### src/rtl/tlb_pkg.sv
// Shared widths, FSM state encoding and page-table entry layout for the
// caching address-translation stage.
package tlb_pkg;

  localparam int VADDR_W  = 16;
  localparam int OFFSET_W = 3;
  localparam int FRAME_W  = 3;
  localparam int ENTRIES  = 4;

  localparam int VPN_W   = VADDR_W - OFFSET_W;
  localparam int PADDR_W = FRAME_W + OFFSET_W;
  localparam int PTE_W   = FRAME_W + 1;
  localparam int IDX_W   = (ENTRIES > 1) ? $clog2(ENTRIES) : 1;

  // Page-table word: {valid, frame}
  localparam int PTE_VALID_BIT = FRAME_W;

  typedef logic [VPN_W-1:0]    vpn_t;
  typedef logic [FRAME_W-1:0]  frame_t;
  typedef logic [OFFSET_W-1:0] offset_t;
  typedef logic [IDX_W-1:0]    idx_t;

  typedef enum logic [1:0] {
    IDLE  = 2'd0,
    WALK  = 2'd1,
    FILL  = 2'd2,
    FAULT = 2'd3
  } tlb_state_e;

  function automatic vpn_t vpn_of(input logic [VADDR_W-1:0] vaddr);
    return vaddr[VADDR_W-1:OFFSET_W];
  endfunction

  function automatic offset_t offset_of(input logic [VADDR_W-1:0] vaddr);
    return vaddr[OFFSET_W-1:0];
  endfunction

endpackage

### src/rtl/tlb_cache_if.sv
// Requester and page-table signals of the translation stage; the master side
// is the processor plus page-table memory, the slave side is tlb_cache.
interface tlb_cache_if;
  import tlb_pkg::*;

  logic                 req;
  logic [VADDR_W-1:0]   vaddr;
  logic                 flush;
  logic [PADDR_W-1:0]   paddr;
  logic                 ready;
  logic                 fault;
  logic [VPN_W-1:0]     pt_addr;
  logic [PTE_W-1:0]     pt_q;

  modport master (
    output req, vaddr, flush, pt_q,
    input  paddr, ready, fault, pt_addr
  );

  modport slave (
    input  req, vaddr, flush, pt_q,
    output paddr, ready, fault, pt_addr
  );

endinterface

### src/rtl/tlb_entry_array.sv
// Fully associative translation entries: parallel tag compare, one-hot hit,
// victim choice (first invalid, else round robin) and a single write port.
module tlb_entry_array
  import tlb_pkg::*;
(
  input  logic   clock,
  input  logic   reset,
  input  logic   flush_i,
  input  vpn_t   lookup_vpn_i,
  output logic   hit_o,
  output frame_t hit_frame_o,
  input  logic   wr_en_i,
  input  vpn_t   wr_vpn_i,
  input  frame_t wr_frame_i
);

  logic [ENTRIES-1:0] valid_q, valid_d;
  vpn_t               tag_q   [ENTRIES];
  frame_t             frame_q [ENTRIES];
  idx_t               rr_q, rr_d;

  logic [ENTRIES-1:0] hit_vec;
  idx_t               victim;
  logic               any_free;
  logic               wr_fire;

  // A flush in the same cycle discards the write.
  assign wr_fire = wr_en_i && !flush_i;

  always_comb begin
    for (int i = 0; i < ENTRIES; i++) begin
      hit_vec[i] = valid_q[i] && (tag_q[i] == lookup_vpn_i);
    end
  end

  assign hit_o = |hit_vec;

  // Hits are one-hot, so an OR-reduction of gated frames is the mux.
  always_comb begin
    hit_frame_o = '0;
    for (int i = 0; i < ENTRIES; i++) begin
      if (hit_vec[i]) hit_frame_o = hit_frame_o | frame_q[i];
    end
  end

  // NOTE: every combinational output gets a default first so no latch is inferred.
  always_comb begin
    victim   = rr_q;
    any_free = 1'b0;
    for (int i = ENTRIES - 1; i >= 0; i--) begin
      if (!valid_q[i]) begin
        victim   = idx_t'(i);
        any_free = 1'b1;
      end
    end
  end

  always_comb begin
    valid_d = valid_q;
    rr_d    = rr_q;
    if (wr_fire) begin
      valid_d[victim] = 1'b1;
      if (!any_free) rr_d = rr_q + idx_t'(1);
    end
    if (flush_i) begin
      valid_d = '0;
      rr_d    = '0;
    end
  end

  // NOTE: sequential state uses non-blocking assignments only.
  always_ff @(posedge clock) begin
    if (reset) begin
      valid_q <= '0;
      rr_q    <= '0;
    end else begin
      valid_q <= valid_d;
      rr_q    <= rr_d;
    end
  end

  // NOTE: tag/frame storage is not reset; the valid bits alone qualify it.
  always_ff @(posedge clock) begin
    if (wr_fire) begin
      tag_q[victim]   <= wr_vpn_i;
      frame_q[victim] <= wr_frame_i;
    end
  end

endmodule

### src/rtl/tlb_cache.sv
// Caching translation stage: same-cycle hits, 3-cycle page-table walk on a
// miss, sticky fault on an invalid page-table entry until flush or reset.
module tlb_cache
  import tlb_pkg::*;
(
  input  logic clock,
  input  logic reset,
  tlb_cache_if.slave bus
);

  tlb_state_e state_q, state_d;
  vpn_t       walk_vpn_q, walk_vpn_d;

  vpn_t       cur_vpn;
  offset_t    cur_off;
  logic       hit;
  frame_t     hit_frame;
  logic       fill_we;
  logic       pte_valid;
  frame_t     pte_frame;
  logic       ready;

  assign cur_vpn   = vpn_of(bus.vaddr);
  assign cur_off   = offset_of(bus.vaddr);
  assign pte_valid = bus.pt_q[PTE_VALID_BIT];
  assign pte_frame = bus.pt_q[FRAME_W-1:0];

  tlb_entry_array u_entries (
    .clock        (clock),
    .reset        (reset),
    .flush_i      (bus.flush),
    .lookup_vpn_i (cur_vpn),
    .hit_o        (hit),
    .hit_frame_o  (hit_frame),
    .wr_en_i      (fill_we),
    .wr_vpn_i     (walk_vpn_q),
    .wr_frame_i   (pte_frame)
  );

  always_comb begin
    state_d    = state_q;
    walk_vpn_d = walk_vpn_q;
    ready      = 1'b0;
    fill_we    = 1'b0;

    unique case (state_q)
      IDLE: begin
        if (bus.req) begin
          if (hit) begin
            ready = 1'b1;
          end else begin
            walk_vpn_d = cur_vpn;
            state_d    = WALK;
          end
        end
      end
      WALK: state_d = FILL;
      FILL: begin
        if (pte_valid) begin
          fill_we = 1'b1;
          state_d = IDLE;
        end else begin
          state_d = FAULT;
        end
      end
      FAULT: state_d = FAULT;
      default: state_d = IDLE;
    endcase

    // Flush overrides any request or fill in the same cycle.
    if (bus.flush) begin
      state_d    = IDLE;
      walk_vpn_d = walk_vpn_q;
      ready      = 1'b0;
      fill_we    = 1'b0;
    end
  end

  always_ff @(posedge clock) begin
    if (reset) begin
      state_q    <= IDLE;
      walk_vpn_q <= '0;
    end else begin
      state_q    <= state_d;
      walk_vpn_q <= walk_vpn_d;
    end
  end

  assign bus.ready   = ready;
  assign bus.paddr   = ready ? {hit_frame, cur_off} : '0;
  assign bus.pt_addr = walk_vpn_q;
  // Fault shows as soon as the invalid page-table word is seen in FILL.
  assign bus.fault   = (state_q == FAULT) || ((state_q == FILL) && !pte_valid);

endmodule

### src/flat_wrapper.sv
// flat-port wrapper written by rule: the top's interface ports become plain ports
module tlb_cache_flat import tlb_pkg::*;
  (clock, reset, bus_req, bus_vaddr, bus_flush, bus_pt_q, bus_paddr, bus_ready, bus_fault, bus_pt_addr);
  tlb_cache_if bus_i ();
  input  logic clock;
  input  logic reset;
  input wire logic [$bits(bus_i.req)-1:0] bus_req;
  input wire logic [$bits(bus_i.vaddr)-1:0] bus_vaddr;
  input wire logic [$bits(bus_i.flush)-1:0] bus_flush;
  input wire logic [$bits(bus_i.pt_q)-1:0] bus_pt_q;
  output wire logic [$bits(bus_i.paddr)-1:0] bus_paddr;
  output wire logic [$bits(bus_i.ready)-1:0] bus_ready;
  output wire logic [$bits(bus_i.fault)-1:0] bus_fault;
  output wire logic [$bits(bus_i.pt_addr)-1:0] bus_pt_addr;
  assign bus_i.req = bus_req;
  assign bus_i.vaddr = bus_vaddr;
  assign bus_i.flush = bus_flush;
  assign bus_i.pt_q = bus_pt_q;
  assign bus_paddr = bus_i.paddr;
  assign bus_ready = bus_i.ready;
  assign bus_fault = bus_i.fault;
  assign bus_pt_addr = bus_i.pt_addr;
  tlb_cache u_core (.clock(clock), .reset(reset), .bus(bus_i));
endmodule
### config.mk
export PLATFORM = sky130hd
export DESIGN_NAME = tlb_cache_flat
export DESIGN_NICKNAME = d
export VERILOG_FILES = /design/src/rtl/tlb_pkg.sv /design/src/rtl/tlb_cache_if.sv /design/src/rtl/tlb_entry_array.sv /design/src/rtl/tlb_cache.sv /design/src/flat_wrapper.sv
export SDC_FILE = /design/constraint.sdc
export NUM_CORES = 1
export LEC_CHECK = 0
export ABC_AREA = 0
export CORE_ASPECT_RATIO = 0.5
export CORE_MARGIN = 4
export CORE_UTILIZATION = 45
export DETAILED_ROUTE_END_ITERATION = 8
export PLACE_DENSITY = 0.67
export SYNTH_ARGS = -nofsm -noshare
export SYNTH_HDL_FRONTEND = slang
export SYNTH_HIERARCHICAL = 1
export SYNTH_SLANG_ARGS = --single-unit
### constraint.sdc
create_clock -name clock -period 3 [get_ports clock]
set_clock_uncertainty 0.05 [all_clocks]
set_input_delay 0.3 -clock clock [delete_from_list [all_inputs] [get_ports clock]]
set_output_delay 0.3 -clock clock [all_outputs]
set_load 0.01 [all_outputs]
==> results.cfg <==
[route]
wl_per_cell_um = 16.6
drc_errors = 0
wl_mm = 7.67
vias_per_cell = 4.98
drtIter0Drc = 141
ant_nets = 0
num_vias = 2306
firstDrtPassIters = 4

[pwr]
vdd_drop_max_v = 0.000349
p_per_area_mw_per_mm2 = 517
power.leakage_nw = 1.64

[placement]
dpl.hpwl_mm = 5.53
place_area_mm2 = 0.00444
portBuffers = 44
gp_congestion = 0.918

[timing]
relSlewSlack = 0.764
worst_pin_slew_ps = 350
fmax_mhz = 348
fin_crit_sh = 0.959
setup-tns-final_ps = 0
setup_viol = 0
finalHoldViolCount = 0
fin_crit_ps = 2880
drv_slew = 0

[grt]
grt_pass1_wl_mm = 12.3
grt_start_max_net_pins = 34
grt.total_usage = 0.169
grt_overflow = 0
antenna_found_initial = 0
grt_pass1_vias = 2393

[layout]
antennaDiodeCount = 0
syn_to_final_growth_pct = 29.3
stdcell_area_mm2 = 0.00475
drive_above_1_share = 0.186
finalNetCount = 374

[yosys]
syn_inst = 274
synth_seq_cells = 85
synthArstFlopShare = 0
syn_area_mm2 = 0.00367
seq_area_frac_synth = 0.637
synth_edf_count = 64
synthFlopType = edfxtp_1
synth_cell_types = 40
ys_warn_count = 6
syn_nets = 298
syn_avg_cell_area_um2 = 13.4

[cts]
root_buffer = clkbuf_16
path_clk_slew_ps = 50
cts_tree = built
numCtsBuffers = 9
clockBufferDepth = 2
cts.sinks = 85
clk_latency_ps = 340
postCtsHoldBufs = 0
cts_max_level = 3

[floorplanning]
start_util = 0.482
die-area_mm2 = 0.00976
die_h_um = 71.9
die_w_um = 136
rows = 22
ios = 45
core_mm2 = 0.00762

[setup_path]
crit_path_start_kind = input port
critPathArrivalTime_ps = 2530
crit_type = in -> out
cp_data_required_time_ps = 2650
end_kind = output port
worst-path-max-fanout = 5

[run]
maxCapViolCount = 0

[run_status]
status = finished clean

[min_path]
hold_class = in -> reg
-- final timing paths --
check,slack (ps),to,cells past startpoint,start
worst max-delay path,120,bus_paddr[4],9,bus_vaddr[9]
worst min-delay path,450,u_core/bus.pt_addr[0]$_SDFFE_PP0P_,3,bus_vaddr[3]
worst max register to register,660,u_core/bus.pt_addr[7]$_SDFFE_PP0P_,9,u_core/u_entries/tag_q[1][6]$_DFFE_PP_
worst min register to register,480,u_core/u_entries/tag_q[0][0]$_DFFE_PP_,0,u_core/bus.pt_addr[0]$_SDFFE_PP0P_
-- registers in the layout, summed over array words and instances (netlist names) --
register / cells
u_core/u_entries/tag_q: 52
u_core/bus.pt_addr: 13
u_core/state_q: 2
u_core/u_entries/rr_q: 2
u_core/u_entries/valid_q: 4
u_core/u_entries/frame_q: 12
-- per-layer routing --
layer  track usage  routed length (um)
met1         0.228                3740
met2         0.263                3420
met3        0.0554                 401
met4        0.0547                 102
met5             0                   0
-- cell families (layout without fill, tap and decap cells) --
kind of cell           Yosys count  after routing  synth area share
multiplexers                    13             13            0.0354
XOR/XNOR                        51             51             0.122
AO/OA/AOI/OAI                   19             19            0.0395
buffers and inverters           23            104            0.0303
flip-flops                      85             85             0.637
AND/OR/NAND/NOR                 83             83             0.136
-- synthesized netlist by cell type (2+ instances only) --
| cell | n | area [um2] |
|---|---|---|
| a21oi_1 | 3 | 15.0 |
| a22oi_1 | 3 | 22.5 |
| and2_1 | 6 | 37.5 |
| clkbuf_1 | 10 | 37.5 |
| dfxtp_1 | 21 | 420 |
| edfxtp_1 | 64 | 1920 |
| inv_1 | 8 | 30.0 |
| mux2i_1 | 13 | 130 |
| nand2_1 | 9 | 33.8 |
| nand2b_1 | 27 | 169 |
| nand4_1 | 11 | 68.8 |
| nor2_1 | 10 | 37.5 |
| nor2b_1 | 2 | 12.5 |
| nor3_1 | 5 | 25.0 |
| nor4_1 | 3 | 18.8 |
| o2111ai_1 | 2 | 17.5 |
| o21a_1 | 4 | 30.0 |
| o221ai_1 | 2 | 17.5 |
| xnor2_1 | 44 | 385 |
| xor2_1 | 7 | 61.3 |
-- cells in the final DEF (no fill, tap or decap), types with 3 or more instances in the layout --
| cell type | n |
|---|---|
| a22oi_1 | 3 |
| nand2_1 | 9 |
| inv_1 | 8 |
| a21oi_1 | 3 |
| o21a_1 | 4 |
| xor2_1 | 7 |
| dfxtp_1 | 21 |
| clkbuf_16 | 9 |
| mux2i_1 | 13 |
| buf_6 | 3 |
| nand2b_1 | 27 |
| nor2_1 | 9 |
| dlygate4sd2_1 | 5 |
| and2_1 | 4 |
| clkdlybuf4s50_1 | 36 |
| edfxtp_1 | 64 |
| nor3_1 | 5 |
| nand4_1 | 11 |
| buf_4 | 33 |
| xnor2_1 | 43 |
-- area by class of cell --
class	instances	area (um2)
Multi-Input combinational cell	166	1260
Tap cell	108	135
Sequential cell	85	2340
Clock inverter	4	23.8
Clock buffer	12	246
Inverter	9	33.8
Timing Repair Buffer	79	711
Fill cell	607	2870
-- power breakdown --
group | internal [W] | switching [W]
Combinational | 0.0000974 | 0.0000732
Clock | 0.000579 | 0.000422
Sequential | 0.00127 | 0.0000153
-- critical path: stages --
cell             delay (ps)
clkdlybuf4s50_1         530
nor2b_4                  50
a221o_1                 260
or4_4                   500
nand2b_4                160
nand3_2                  70
and4b_2                 260
and2_1                  130
dlygate4sd2_1           260
-- metrics by stage --
stage	utilization	instances	hold slack, ps	setup slack, ps	power, W
finish	0.623	463	451	123	0.00246
global route	0.623	463	483	-7.30	0.00255
CTS	0.618	464	447	3.72	0.00248
detailed placement	0.582	446	475	-406	0.00148
global placement	0.582	446	465	-344	0.00148
floorplan	-	274	327	563	0.00139
-- repair_timing --
item | CTS | global route
resized for setup | 18 | 11
endpoints found under the setup margin | 7 | 6
buffers inserted | 2 | 0
cloned | 0 | 0
pin swaps | 1 | 4
Note: power is estimated with default switching activity, not from simulation.
